`src/rtl/pll_drp_reconfig.sv`:
```
// Purpose: DRP read-modify-write sequencer that holds the PLL in reset around a batch of register updates and waits for relock.
// Latency: RST_HOLD cycles of PLL reset before the first access; 4 cycles per access plus DRP response time; relock wait after release.
// Backpressure: req_ready is high only in IDLE and NEXT; requests are held off for the whole of every access and the relock wait.
//
// Ports:
//   dclk, rst_n                      clock (also the DRP clock), asynchronous active-low reset
//   req_valid/req_ready              request handshake
//   req_addr/req_mask/req_data/req_last
//                                    DRP address, keep-mask (1 = keep old bit), new data, last request of the batch
//   daddr/den/dwe/di                 DRP initiator outputs
//   drp_do/drdy                      DRP read data and access-complete strobe ("do" is a reserved word)
//   pll_rst                          PLL reset, active high
//   locked                           PLL lock indication
//   busy/done/error                  batch in progress / one-cycle completion pulse / sticky failure flag
module pll_drp_reconfig #(
    parameter int RST_HOLD     = 4,
    parameter int DRDY_TIMEOUT = 64,
    parameter int LOCK_TIMEOUT = 65535
) (
    input  logic        dclk,
    input  logic        rst_n,
    input  logic        req_valid,
    output logic        req_ready,
    input  logic [6:0]  req_addr,
    input  logic [15:0] req_mask,
    input  logic [15:0] req_data,
    input  logic        req_last,
    output logic [6:0]  daddr,
    output logic        den,
    output logic        dwe,
    output logic [15:0] di,
    input  logic [15:0] drp_do,
    input  logic        drdy,
    output logic        pll_rst,
    input  logic        locked,
    output logic        busy,
    output logic        done,
    output logic        error
);

    typedef enum logic [3:0] {
        IDLE, HOLD, READ, WAIT_RD, WRITE, WAIT_WR, NEXT, RELEASE, WAIT_LOCK
    } state_t;

    // One counter serves the reset hold and all three wait states; 16 bits
    // covers the largest legal LOCK_TIMEOUT.
    localparam int CW = 16;
    localparam logic [CW-1:0] HOLD_LAST = CW'(RST_HOLD - 1);
    localparam logic [CW-1:0] DRDY_LAST = CW'(DRDY_TIMEOUT - 1);
    localparam logic [CW-1:0] LOCK_LAST = CW'(LOCK_TIMEOUT - 1);

    state_t        state;
    logic [CW-1:0] cnt;
    logic [CW-1:0] cnt_sat;
    logic [6:0]    addr_q;
    logic [15:0]   mask_q;
    logic [15:0]   data_q;
    logic          last_q;

    assign cnt_sat = (&cnt) ? cnt : cnt + 1'b1;

    always_ff @(posedge dclk or negedge rst_n) begin
        if (!rst_n) begin
            state     <= IDLE;
            cnt       <= '0;
            addr_q    <= '0;
            mask_q    <= '0;
            data_q    <= '0;
            last_q    <= 1'b0;
            req_ready <= 1'b0;
            daddr     <= '0;
            den       <= 1'b0;
            dwe       <= 1'b0;
            di        <= '0;
            pll_rst   <= 1'b0;
            busy      <= 1'b0;
            done      <= 1'b0;
            error     <= 1'b0;
        end else begin
            done <= 1'b0;
            case (state)
                IDLE: begin
                    if (req_valid && req_ready) begin
                        addr_q    <= req_addr;
                        mask_q    <= req_mask;
                        data_q    <= req_data;
                        last_q    <= req_last;
                        req_ready <= 1'b0;
                        error     <= 1'b0;
                        busy      <= 1'b1;
                        pll_rst   <= 1'b1;
                        cnt       <= '0;
                        state     <= HOLD;
                    end else begin
                        req_ready <= 1'b1;
                    end
                end
                HOLD: begin
                    if (cnt >= HOLD_LAST) begin
                        den   <= 1'b1;
                        dwe   <= 1'b0;
                        daddr <= addr_q;
                        state <= READ;
                    end else begin
                        cnt <= cnt_sat;
                    end
                end
                READ: begin
                    den   <= 1'b0;
                    cnt   <= '0;
                    state <= WAIT_RD;
                end
                WAIT_RD: begin
                    // DRDY is checked before the timeout so a response on the
                    // final allowed cycle still counts.
                    if (drdy) begin
                        den   <= 1'b1;
                        dwe   <= 1'b1;
                        di    <= (drp_do & mask_q) | (data_q & ~mask_q);
                        state <= WRITE;
                    end else if (cnt >= DRDY_LAST) begin
                        error   <= 1'b1;
                        pll_rst <= 1'b0;
                        state   <= RELEASE;
                    end else begin
                        cnt <= cnt_sat;
                    end
                end
                WRITE: begin
                    den   <= 1'b0;
                    dwe   <= 1'b0;
                    cnt   <= '0;
                    state <= WAIT_WR;
                end
                WAIT_WR: begin
                    if (drdy) begin
                        if (last_q) begin
                            pll_rst <= 1'b0;
                            state   <= RELEASE;
                        end else begin
                            req_ready <= 1'b1;
                            state     <= NEXT;
                        end
                    end else if (cnt >= DRDY_LAST) begin
                        error   <= 1'b1;
                        pll_rst <= 1'b0;
                        state   <= RELEASE;
                    end else begin
                        cnt <= cnt_sat;
                    end
                end
                NEXT: begin
                    // Follow-on request: PLL is already in reset, so the read
                    // starts at once using the address straight off the port.
                    if (req_valid && req_ready) begin
                        addr_q    <= req_addr;
                        mask_q    <= req_mask;
                        data_q    <= req_data;
                        last_q    <= req_last;
                        req_ready <= 1'b0;
                        den       <= 1'b1;
                        dwe       <= 1'b0;
                        daddr     <= req_addr;
                        state     <= READ;
                    end
                end
                RELEASE: begin
                    cnt   <= '0;
                    state <= WAIT_LOCK;
                end
                WAIT_LOCK: begin
                    // The first cycle is skipped so a stale LOCKED from before
                    // the release cannot end the wait.
                    if ((cnt != '0) && locked) begin
                        done      <= 1'b1;
                        busy      <= 1'b0;
                        req_ready <= 1'b1;
                        state     <= IDLE;
                    end else if (cnt >= LOCK_LAST) begin
                        error     <= 1'b1;
                        done      <= 1'b1;
                        busy      <= 1'b0;
                        req_ready <= 1'b1;
                        state     <= IDLE;
                    end else begin
                        cnt <= cnt_sat;
                    end
                end
                default: state <= IDLE;
            endcase
        end
    end

endmodule

```
`config.mk`:
```
export PLATFORM = sky130hd
export DESIGN_NAME = pll_drp_reconfig
export DESIGN_NICKNAME = d
export VERILOG_FILES = /design/src/rtl/pll_drp_reconfig.sv
export SDC_FILE = /design/constraint.sdc
export NUM_CORES = 1
export LEC_CHECK = 0
export ABC_AREA = 1
export BUFFER_PORTS_ARGS = -buffer_cell sky130_fd_sc_hd__buf_4
export CORE_MARGIN = 2
export CORE_UTILIZATION = 45
export CTS_CLUSTER_SIZE = 30
export DETAILED_ROUTE_END_ITERATION = 6
export MAX_ROUTING_LAYER = met4
export PLACE_DENSITY = 0.67
export SLEW_MARGIN = 10
export SYNTH_ARGS = -nofsm -noshare
export SYNTH_HDL_FRONTEND = slang
export SYNTH_SLANG_ARGS = --single-unit
```
`constraint.sdc`:
```
create_clock -name dclk -period 3.8 [get_ports dclk]
set_clock_uncertainty 0.2 [all_clocks]
set_input_delay 0.19 -clock dclk [delete_from_list [all_inputs] [get_ports dclk]]
set_output_delay 0.19 -clock dclk [all_outputs]
set_load 0.03 [all_outputs]
```
Word level (Yosys, flattened, before mapping)
Cells that the tools add are included.
{"block": "classes", "add_sub_neg": 1, "multipliers": 0, "div": 0, "magnitude_cmp": 3, "eq_ne": 24, "shift": 0, "muxes": 49, "bitwise": 4, "n_reduce_logical": 28}
{"operator": "$mux 16", "count": 7}
{"operator": "$pmux 16 s5", "count": 1}
{"operator": "$pmux 4 s9", "count": 1}
{"operator": "$and 16x16->16", "count": 2}
{"operator": "$mux 4", "count": 8}
{"operator": "$ne 2x2->1 const B", "count": 13}
{"operator": "$mux 1", "count": 23}
{"operator": "$add 16x1->16 const B", "count": 1}
{"operator": "$eq 4x3->1 const B", "count": 4}
{"operator": "$ge 16x16->1 const B", "count": 1}
{"operator": "$ge 16x2->1 const B", "count": 1}
{"operator": "$ge 16x6->1 const B", "count": 1}
{"operator": "$not 16->16", "count": 1}
{"operator": "$or 16x16->16", "count": 1}
{"operator": "$reduce_and 16->1", "count": 1}
{"operator": "$reduce_and 4->1", "count": 4}
{"operator": "$reduce_bool 16->1", "count": 1}
{"operator": "$mux 7", "count": 2}
{"operator": "$pmux 7 s2", "count": 1}
{"operator": "$pmux 1 s4", "count": 3}
{"operator": "$reduce_bool 4->1", "count": 3}
{"operator": "$eq 4x2->1 const B", "count": 2}
{"operator": "$reduce_and 7->1", "count": 1}
{"operator": "$ne 3x3->1 const B", "count": 2}
{"operator": "16 further kinds", "count": 24}
{"block": "totals", "ff_bits": 90, "latchBits": 0, "mem_bits_rw": 0, "mem_bits_ro": 0, "in_bits": 61, "output_inout_bits": 30, "wordCells": 124, "mem_count": 0}

Logic depth before layout (Yosys ltp)
Gate-level depths: netlist (run 1).
{"block": "depth", "ltp_word": 5, "mapped_depth": 13, "ltp_nobuf": 12}

Worst setup path after synthesis (run 1)
Ideal clock, no wire load.
{"block": "synth_path", "path_type": "register to register", "start": "register cnt[0]", "end": "register cnt[8]", "setup_ns": 0.117, "arrival_time_ns": 1.543, "required_time_ns": 3.483, "path_slack_ns": 1.940, "stages_incl_launch_ff": 13, "n_path_buf": 1, "period_less_slack_ns": 1.860, "path_cell_list": "dfrtp_1 ha_1 inv_1 nor2_1 nand2_1 nor2_1 nand2_1 nand2_1 nor2_2 nand3_4 buf_6 nand2_1 nand2_1"}
{"block": "synth_between", "elab_chain_len": 5, "elab_cells_between_ends": 19, "classes_between": "add/sub: 1; order compare: 3; eq/ne: 4; mux: 7; reduce/logical: 4"}
{"item": "start, declared", "line_no": "53", "text": "logic [CW-1:0] cnt;"}
{"item": "start signal, assigned", "line_no": "105", "text": "cnt <= cnt_sat;"}
{"item": "start signal, assigned", "line_no": "126", "text": "cnt <= cnt_sat;"}
{"item": "start signal, assigned", "line_no": "149", "text": "cnt <= cnt_sat;"}
{"item": "$add 16x1->16 / $reduce_and 16->1 (equally long branches)", "line_no": "60", "text": "assign cnt_sat = (&cnt) ? cnt : cnt + 1'b1;"}
{"item": "$mux 16", "line_no": "60"}
{"item": "$mux 16, on equally long branches", "line_no": "179, 121, 144"}
{"item": "$mux 16, on equally long branches", "line_no": "174, 116"}
{"item": "$pmux 16 s5", "line_no": "81", "text": "case (state)"}
Several ways; a longest one is shown, not always the timed one. The select of a mux whose other input is x is not followed.
A chain may end at the register's enable or synchronous reset.

Final worst setup path (run 1)
{"block": "layout_path", "start": "register state[1]", "end": "register cnt[5]"}
{"block": "layout_between", "elab_chain_len": 4, "elab_cells_between_ends": 19, "classes_between": "eq/ne: 13; mux: 1; reduce/logical: 5"}
{"item": "start, declared", "line_no": "52", "text": "state_t state;"}
{"item": "start signal, assigned", "line_no": "64", "text": "state <= IDLE;"}
{"item": "start signal, assigned", "line_no": "93", "text": "state <= HOLD;"}
{"item": "start signal, assigned", "line_no": "103", "text": "state <= READ;"}
{"item": "$eq 4x3->1 / $eq 4x2->1 (equally long branches)", "line_no": "81"}
{"item": "$reduce_or 3->1 (no source line) / $reduce_or 2->1 (equally long branches)"}
{"item": "$reduce_bool 5->1 (no source line) / $ne 2x2->1 (equally long branches)"}
{"item": "$reduce_and 7->1 (no source line)"}
Several ways; a longest one is shown, not always the timed one.

==> run metrics, run 1 <==
status complete, no violations; worst setup slack for register-to-register paths between 1000 and 1500 ps; Synthesized Nets approximately 670; number of synthesis warnings 0; ratio of cells with drive above 1 in the final layout 18.62%; endpoint of the lowest-slack register-to-register path cnt[5]; die span in x 106.1 µm; Fillers 879; total track usage 23.12%; Worst slew margin 35.39%; number of clock sinks 90; shortest period the worst path allows around 2400 ps; critical-path maximum fanout 16; Reg clk slew, reported paths 90 ps; total leakage power 0.003271 µW; mean number of vias per cell 4.976; synthesized area per cell 7.801 µm²; Post-CTS Resized 0; initial core utilization 45.82%; Setup crit start kind flip-flop; Die Y 106.1 µm; unrepaired setup endpoints after global routing no; number of pins with negative max-slew slack in the final report 0; critical path endpoint cnt[5]; Data required, critical path 3900 ps; GRT overflow 0; final weighted congestion in routability-driven placement 0.9387; CTS tree done; P_int 2438 µW; Register-to-Register Path Depth 11; First DRT Iteration DRCs 230; buffer levels on the longest clock path 2; number of cells after detailed placement 814; Final Total Pwr 4295 µW; HPWL after detailed placement between 7000 and 8000 µm; TritonRoute pass-1 iters 5; Final #Nets 812; clock power share roughly 16%; number of core rows 37; count of inserted antenna diode cells 0; power spent charging and discharging nets 1857 µW; final hold viol count 0; measured slew at the worst slew-check pin 969.2 ps; Logic pwr share 47.3%; latest clock arrival within the worst-skew pair 360 ps; cell count after synthesis around 600; RR Startpoint state[1]; IO buf count 90; synth unique cells 32; period utilisation layout ~62%; arrival time at the worst endpoint 2460 ps; Top-Level Pins 91; DR DRC count 0; relative contribution of sequential cells to total power 36.7%; final WL 11790 µm; pin count of the biggest net entering global routing between 70 and 80; cell area after technology mapping 4688 µm²; Crit. Startpoint state[1]; largest voltage drop on the vdd net between 0.0003 and 0.0004 V; achievable clock frequency 423.7 MHz; Place WS 1486 ps; total number of H-tree levels 3; switching part of the total power 43.24%; Area growth syn-to-layout 33.12%; WL/cell 13.28 µm; setup TNS 0 ps; vias in the first global route approximately 4400; routed via count about 4400; remaining number of nets flagged by the antenna check after routing 0; Power Dens Cells 688.1 nW/µm²; smallest hold slack 50.67 ps; MaxCap Viol Count 0; area of the die 11250 µm²; wire length of the first global-routing pass between 20000 and 25000 µm; library cell used as clock root buffer clkbuf_8; kind of critical path reg2reg; antenna violations before repair 0; number of buffers created by CTS 9; total setup violations reported at the end of the flow 0; endpoint class of the critical path flip-flop; Hold Path Stages 4; minimum setup slack in the final design 1440 ps; part of the Yosys area used for sequential elements 48.04%; class of the tightest hold or removal check in2reg; Non-Filler Instances 888; post-synthesis register bit count 90; core box area approximately 10000 µm²
==> worst max-delay path, stage by stage (launching register included) <==
cell     delay [ps]
dfrtp_1         480
nand2_1         120
inv_2            50
nand2_1         120
nand2_1          70
nor2_1          660
nand2_2         140
nand2_1         110
nor2_2           50
nand3_4         160
nand2_1          80
nand2_1          60
==> sequential cells by signal, summed over array words and instances, names as in the netlist <==
name / flops
addr_q: 7
busy: 1
cnt: 16
daddr: 7
data_q: 16
den: 1
di: 16
done: 1
dwe: 1
error: 1
last_q: 1
mask_q: 16
pll_rst: 1
req_ready: 1
state: 4
==> Yosys cell counts <==
master     instances  area share [%]
nand2_1          203              16
xnor2_1            2            0.37
nand3_1           34             3.6
o21a_1             8             1.3
dfrtp_1           90              48
inv_1             63             5.0
mux2_1             5             1.2
buf_6              3            0.72
or2_2              1            0.13
clkbuf_1           1           0.080
nand2_2            4            0.53
nor3_1             6            0.64
o22ai_1            1            0.13
buf_1              1           0.080
nor2_1            68             5.4
nor3b_1            2            0.32
o2111ai_1          1            0.19
nand3_4            1            0.37
o21ai_4            1            0.35
inv_2              2            0.16
mux2_2            13             3.1
ha_1               3            0.80
nand3_2            3            0.64
nand4_1            4            0.53
a21oi_1           19             2.0
buf_4              5            0.80
nor2_4             5             1.2
o21ai_0           39             4.2
buf_2              6            0.64
xor2_1             3            0.56
nor2_2             3            0.40
and2_1             1            0.13
==> metrics by stage <==
step	area (µm²)	utilization [%]
after floorplan	4688	-
after global placement	5448	53.25
after detailed placement	5448	53.25
after CTS	6241	61.00
after global routing	6241	61.00
final	6241	61.00
==> layer usage <==
layer / share of wire (%) / track usage (%) / vias to the layer above
li1: - / - / 2180
met1: 44 / 29.54 / 2075
met2: 49 / 37.24 / 135
met3: 4.8 / 2.759 / 29
met4: 2.8 / 10.34 / 0
met5: 0 / - / -
==> cell usage in the layout, fill, tap and decap left out, drive strengths merged, types with 4 or more instances in the layout <==
| cell type | n |
|---|---|
| a21oi | 19 |
| buf | 93 |
| clkbuf | 12 |
| dfrtp | 90 |
| dlygate4sd3 | 59 |
| inv | 66 |
| mux2 | 18 |
| nand2 | 207 |
| nand3 | 38 |
| nand4 | 4 |
| nor2 | 76 |
| nor3 | 6 |
| o21a | 8 |
| o21ai | 40 |
==> kinds of logic after synthesis <==
kind of cell | after synthesis | synth area share (%)
AO/OA/AOI/OAI | 69 | 8.140
XOR/XNOR | 5 | 0.9343
adder cells (fa/ha/maj) | 3 | 0.8007
buffers and inverters | 81 | 7.526
flip-flops | 90 | 48.04
multiplexers | 18 | 4.323
AND/OR/NAND/NOR | 335 | 30.24
==> worst min-delay path by stage <==
stage	startpoint	to
6_report	req_valid	state[1]
5_1_grt	req_valid	state[1]
4_1_cts	req_valid	state[1]
3_5_place_dp	rst_n	cnt[8]
3_3_place_gp	req_mask[11]	mask_q[11]
2_1_floorplan	rst_n	addr_q[0]
==> final cells by class <==
type	count	area, µm²	area share, %
Inverter	65	244.0	3.909
Timing Repair Buffer	152	1289	20.65
Clock inverter	3	47.55	0.7618
Multi-Input combinational cell	430	2083	33.38
Sequential cell	90	2252	36.09
Tap cell	136	170.2	2.727
Clock buffer	12	155.1	2.486
==> power groups by stage <==
| stage | combinational [µW] | clock, µW | sequential (µW) |
|---|---|---|---|
| after global routing | 2270 | 747 | 1620 |
| after global placement | 1950 | 0 | 1570 |
| after floorplan | 1230 | 0 | 1810 |
| after detailed placement | 1990 | 0 | 1580 |
| final | 2030 | 687 | 1570 |
| after CTS | 2040 | 704 | 1570 |
==> what timing repair did <==
action | 4_1_cts | 5_1_grt
hold endpoints to repair | 133 | 0
setup buffers | 0 | 0
hold buffers | 59 | 0
Power figures use the tool's default switching activity.
==> run 2, diff against run 1 <==
==> constraint.sdc (replaced) <==
create_clock -name dclk -period 2.5 [get_ports dclk]
set_clock_uncertainty 0.2 [all_clocks]
set_input_delay 0.125 -clock dclk [delete_from_list [all_inputs] [get_ports dclk]]
set_output_delay 0.125 -clock dclk [all_outputs]
set_load 0.03 [all_outputs]
==> run 2 against run 1 <==
  * Critical path depth decreased by 3
  * Largest cell class unchanged
  * Total power rose by 49%
  * Hold slack better by 9.8 ps
  * First-iteration DRC count stayed put
  * Highest routed layer unchanged
  * Global-route usage shrank 0.66 points
  * Clock power grew 34%
  * Sequential share of layout area decreased by 0.20 points
  * Non-clock buffer count rose by 4
  * Worst setup slack lost 1100 ps
  * Combinational power grew 53%
  * Routed wire length shrank 2.0%
  * Cell area up 0.56%
==> run metrics, run 2 (same netlist as run 1, synthesis figures left out) <==
Die Y 106.1 µm (unchanged); commonest non-fill, non-tap cells in the layout nand2_1 (203), buf_4 (93), dfrtp_1 (90) (unchanged); vias in the first global route 4344 (was 4393); WL/cell 12.94 µm (was 13.28 µm); unrepaired setup endpoints after global routing no (unchanged); total track usage 22.46% (was 23.12%); First DRT Iteration DRCs 230 (unchanged); Fillers 908 (was 879); Setup crit start kind flip-flop (unchanged); kind of critical path reg2reg (unchanged); arrival time at the worst endpoint 2290 ps (was 2460 ps); most common cell after layout, fill and taps aside nand2_1 (unchanged); wire length of the first global-routing pass 19850 µm (was 20160 µm); setup TNS 0 ps (unchanged); ratio of cells with drive above 1 in the final layout 18.89% (was 18.62%); P_int 3604 µW (was 2438 µW); Reg clk slew, reported paths 90 ps (about the same); number of core rows 37 (unchanged); pin count of the biggest net entering global routing 60 (was 77); HPWL after detailed placement 7826 µm (was 7732 µm); MaxCap Viol Count 0 (unchanged); largest voltage drop on the vdd net 0.0005134 V (was 0.0003412 V); IO buf count 90 (unchanged); shortest period the worst path allows 2199 ps (was 2360 ps); period utilisation layout 87.97% (was 62.12%); Place WS 369.8 ps (was 1486 ps); Final #Nets 816 (was 812); power spent charging and discharging nets 2816 µW (was 1857 µW); total leakage power 0.003287 µW (was 0.003271 µW); antenna violations before repair 0 (unchanged); Area growth syn-to-layout 33.87% (was 33.12%); remaining number of nets flagged by the antenna check after routing 0 (unchanged); final WL 11560 µm (was 11790 µm); library cell used as clock root buffer clkbuf_8 (unchanged); routed via count 4325 (was 4419); class of the tightest hold or removal check in2async (was in2reg); sequential cell area 2252 µm² (unchanged); Top-Level Pins 91 (unchanged); final hold viol count 0 (unchanged); standard cell area after detailed placement 5488 µm² (was 5448 µm²); final weighted congestion in routability-driven placement 0.8684 (was 0.9387); initial core utilization 45.82% (unchanged); buffer levels on the longest clock path 2 (unchanged); relative contribution of sequential cells to total power 37.1% (was 36.7%); Power Dens Cells 1023 nW/µm² (was 688.1 nW/µm²); worst setup slack for register-to-register paths 300 ps (was 1440 ps); area of the die 11250 µm² (unchanged); DR DRC count 0 (unchanged); Logic pwr share 48.5% (was 47.3%); clock power share 14.4% (was 16.0%); endpoint class of the critical path flip-flop (unchanged); measured slew at the worst slew-check pin 552.8 ps (was 969.2 ps); total setup violations reported at the end of the flow 0 (unchanged); smallest hold slack 60.49 ps (was 50.67 ps); minimum setup slack in the final design 300.7 ps (was 1440 ps); number of buffers created by CTS 9 (unchanged); GRT overflow 0 (unchanged); Register-to-Register Path Depth 8 (was 11); status complete, no violations (unchanged); TritonRoute pass-1 iters 4 (was 5); critical-path maximum fanout 6 (was 16); switching part of the total power 43.86% (was 43.24%); die span in x 106.1 µm (unchanged); Worst slew margin 63.11% (was 35.39%); number of pins with negative max-slew slack in the final report 0 (unchanged); RR Startpoint cnt[1] (was state[1]); number of clock sinks 90 (unchanged); Data required, critical path 2590 ps (was 3900 ps); core box area 10230 µm² (unchanged); CTS tree done (unchanged); total number of H-tree levels 3 (unchanged); post-route cell area 6276 µm² (was 6241 µm²); area of the multi-input gates 2083 µm² (unchanged); mean number of vias per cell 4.843 (was 4.976); endpoint of the lowest-slack register-to-register path state[2] (was cnt[5]); latest clock arrival within the worst-skew pair 350 ps (was 360 ps); postcts setup bufs 0 (unchanged); count of inserted antenna diode cells 0 (unchanged); achievable clock frequency 454.7 MHz (was 423.7 MHz)
-- run 2: cell types whose count changed in the layout (fill, tap and decap cells not counted) --
cell | previous run | this run
buf_12 | 0 | 2
inv_6 | 1 | 2
clkinv_2 | 0 | 1
clkbuf_8 | 11 | 9
inv_8 | 0 | 1
bufinv_16 | 1 | 0
dlygate4sd3_1 | 59 | 61
clkinvlp_4 | 0 | 1
-- run 2: how the worst max path moves through the flow --
stage | from | end | slack (ps) | cells after the start
after floorplan | cnt[0] | cnt[8] | 640 | 12
after global placement | state[1] | daddr[5] | 360 | 9
after detailed placement | state[1] | daddr[4] | 370 | 9
after CTS | cnt[1] | state[2] | 310 | 8
after global routing | cnt[1] | state[2] | 60 | 8
final | cnt[1] | state[2] | 300 | 8
-- run 2: worst max-delay path, cell delays in order (launching register included) --
cell and delay [ps]:
dfrtp_1 430, ha_1 210, nand3_1 100, nor2_1 260, nor2_1 70, nand2_1 110
nand2_1 120, nand4_1 90, dlygate4sd3_1 550
-- run 2: what timing repair did --
| action | 4_1_cts | 5_1_grt |
|---|---|---|
| endpoints found under the hold margin | 158 | 0 |
| resized for setup | 0 | 0 |
| hold buffers | 61 | 0 |
-- run 2: metrics by stage --
step                total power (µW)  std cells  utilization, %
floorplan                       4614        601               -
global placement                5409        816           53.64
detailed placement              5449        816           53.64
CTS                             6474        893           61.34
global route                    6976        893           61.34
finish                          6420        893           61.34
-- run 2: per-layer routing --
metal	global-route usage [%]	wire [µm]
met5	-	0
met4	6.015	176
met3	4.476	615
met2	35.62	5497
met1	29.73	5266
-- run 2: layout make-up --
type                            instances  area share (%)
Clock inverter                          6          0.7974
Timing Repair Buffer                  156           21.49
Sequential cell                        90           35.89
Inverter                               65           3.888
Tap cell                              136           2.711
Multi-Input combinational cell        430           33.19
Clock buffer                           10           2.033
-- run 2: power by group through the flow --
stage / sequential [µW] / clock [µW] / combinational [µW]
global placement: 2380 / 0 / 3030
global route: 2460 / 1020 / 3500
detailed placement: 2410 / 0 / 3040
finish: 2380 / 923 / 3110
floorplan: 2740 / 0 / 1870
CTS: 2380 / 963 / 3130
==> run 3, diff against run 2 <==
==> constraint.sdc (replaced) <==
create_clock -name dclk -period 2.45 [get_ports dclk]
set_clock_uncertainty 0.2 [all_clocks]
set_input_delay 0.1225 -clock dclk [delete_from_list [all_inputs] [get_ports dclk]]
set_output_delay 0.1225 -clock dclk [all_outputs]
set_load 0.03 [all_outputs]
==> run 3 against run 2 <==
  * Die area stayed put
  * First-iteration DRC count decreased by 8.7%
  * Register-to-register slack worse by 50 ps
  * Utilization rose by 0.29 points
  * Final cell count decreased by 0.22%
  * Maximum frequency decreased by 0.22%
  * Cell area grew 0.48%
  * Critical path type unchanged
  * Largest power group unchanged
==> run metrics, run 3 (same netlist as run 1, synthesis figures left out) <==
pin count of the biggest net entering global routing 71 (was 60); final WL 11880 µm (was 11560 µm); TritonRoute pass-1 iters 4 (unchanged); Top-Level Pins 91 (unchanged); total track usage 23.36% (was 22.46%); CTS tree done (unchanged); most common cell after layout, fill and taps aside nand2_1 (unchanged); antenna violations before repair 0 (unchanged); switching part of the total power 43.18% (was 43.86%); postcts setup bufs 0 (unchanged); largest voltage drop on the vdd net 0.0005653 V (was 0.0005134 V); class of the tightest hold or removal check in2async (unchanged); clock power share 17.1% (was 14.4%); IO buf count 90 (unchanged); count of inserted antenna diode cells 0 (unchanged); arrival time at the worst endpoint 2310 ps (was 2290 ps); total setup violations reported at the end of the flow 0 (unchanged); setup TNS 0 ps (unchanged); Logic pwr share 47.1% (was 48.5%); WL/cell 13.33 µm (was 12.94 µm); remaining number of nets flagged by the antenna check after routing 0 (unchanged); Data required, critical path 2550 ps (was 2590 ps); HPWL after detailed placement 7736 µm (was 7826 µm); initial core utilization 45.82% (unchanged); area of the die 11250 µm² (unchanged); Final Total Pwr 6817 µW (was 6420 µW); shortest period the worst path allows 2204 ps (was 2199 ps); die span in x 106.1 µm (unchanged); measured slew at the worst slew-check pin 545.7 ps (was 552.8 ps); relative contribution of sequential cells to total power 35.8% (was 37.1%); GRT overflow 0 (unchanged); Die Y 106.1 µm (unchanged); kind of critical path reg2reg (unchanged); critical-path maximum fanout 16 (was 6); Setup crit start kind flip-flop (unchanged); wire length of the first global-routing pass 20640 µm (was 19850 µm); core box area 10230 µm² (unchanged); period utilisation layout 89.96% (was 87.97%); commonest non-fill, non-tap cells in the layout nand2_1 (203), buf_4 (92), dfrtp_1 (90) (was nand2_1 (203), buf_4 (93), dfrtp_1 (90)); Power Dens Cells 1081 nW/µm² (was 1023 nW/µm²); buffer levels on the longest clock path 2 (unchanged); First DRT Iteration DRCs 210 (was 230); routed via count 4297 (was 4325); number of core rows 37 (unchanged); number of buffers created by CTS 9 (unchanged); status complete, no violations (unchanged); MaxCap Viol Count 0 (unchanged); Area growth syn-to-layout 34.51% (was 33.87%); P_int 3873 µW (was 3604 µW); total leakage power 0.003300 µW (was 0.003287 µW); number of pins with negative max-slew slack in the final report 0 (unchanged); number of clock sinks 90 (unchanged); final weighted congestion in routability-driven placement 0.8577 (was 0.8684); Worst slew margin 63.58% (was 63.11%); final hold viol count 0 (unchanged); vias in the first global route 4421 (was 4344); achievable clock frequency 453.7 MHz (was 454.7 MHz); latest clock arrival within the worst-skew pair 360 ps (was 350 ps); endpoint class of the critical path flip-flop (unchanged); unrepaired setup endpoints after global routing no (unchanged); power spent charging and discharging nets 2944 µW (was 2816 µW); total number of H-tree levels 3 (unchanged); DR DRC count 0 (unchanged); Final #Nets 814 (was 816); ratio of cells with drive above 1 in the final layout 18.81% (was 18.89%); mean number of vias per cell 4.823 (was 4.843); library cell used as clock root buffer clkbuf_8 (unchanged); Reg clk slew, reported paths 100 ps (was 90 ps)
==> run 3: routing by layer <==
metal	global-route usage [%]	up-vias	part of all wire [%]
li1	-	2182	-
met1	29.72	2001	46
met2	38.94	101	48
met3	3.679	13	4.2
met4	6.767	0	1.2
met5	-	-	0
==> run 3: power by group through the flow <==
stage / Clock, µW / Sequential (µW) / Combinational, µW
6_report: 1170 / 2440 / 3210
5_1_grt: 1250 / 2510 / 3600
3_3_place_gp: 0 / 2440 / 3100
2_1_floorplan: 0 / 2800 / 1910
4_1_cts: 1190 / 2430 / 3220
3_5_place_dp: 0 / 2450 / 3140
==> run 3: path summary, 6_finish.rpt <==
kind / start / to / slack (ps) / cells past startpoint
max reg2reg: cnt[0] / cnt[5] / 250 / 10
min: rst_n / di[7] / 20 / 2
min reg2reg: di[6] / di[6] / 290 / 2
min in group dclk: di[6] / di[6] / 290 / 2
max: cnt[0] / cnt[5] / 250 / 10
max in group asynchronous: rst_n / state[2] / 1340 / 3
==> run 3: cell type report <==
| class | count | area [µm²] |
|---|---|---|
| inverter | 65 | 244.0 |
| sequential | 90 | 2252 |
| fill | 896 | 3925 |
| tap | 136 | 170.2 |
| timing repair buffer | 154 | 1331 |
| clock inverter | 6 | 97.59 |
| multi-input combinational | 430 | 2083 |
| clock buffer | 10 | 127.6 |
==> run 3: timing repair <==
action | CTS | global route
gates resized for setup | 0 | 0
hold buffers | 60 | 0
endpoints found under the hold margin | 155 | 0
==> run 3: per-stage QoR <==
step	utilization, %	instance area (µm²)	hold slack [ps]	instances	setup WS (ps)
after detailed placement	53.56	5480	-172.8	815	287.2
after global placement	53.56	5480	-173.8	815	290.7
after global routing	61.64	6306	49.05	891	44.26
final	61.64	6306	24.09	891	245.9
after floorplan	-	4688	-373.1	601	590.5
after CTS	61.64	6306	22.04	891	273.0
==> run 3: worst max-delay path, cell delays in order (launching register included) <==
cell and delay (ps):
dfrtp_1 440, ha_1 250, nand3_1 100, nor2_1 90, nor2_1 120, nand2_1 100
nand2_1 150, inv_1 90, nor2_4 380, nand3_1 140, nand2_1 100
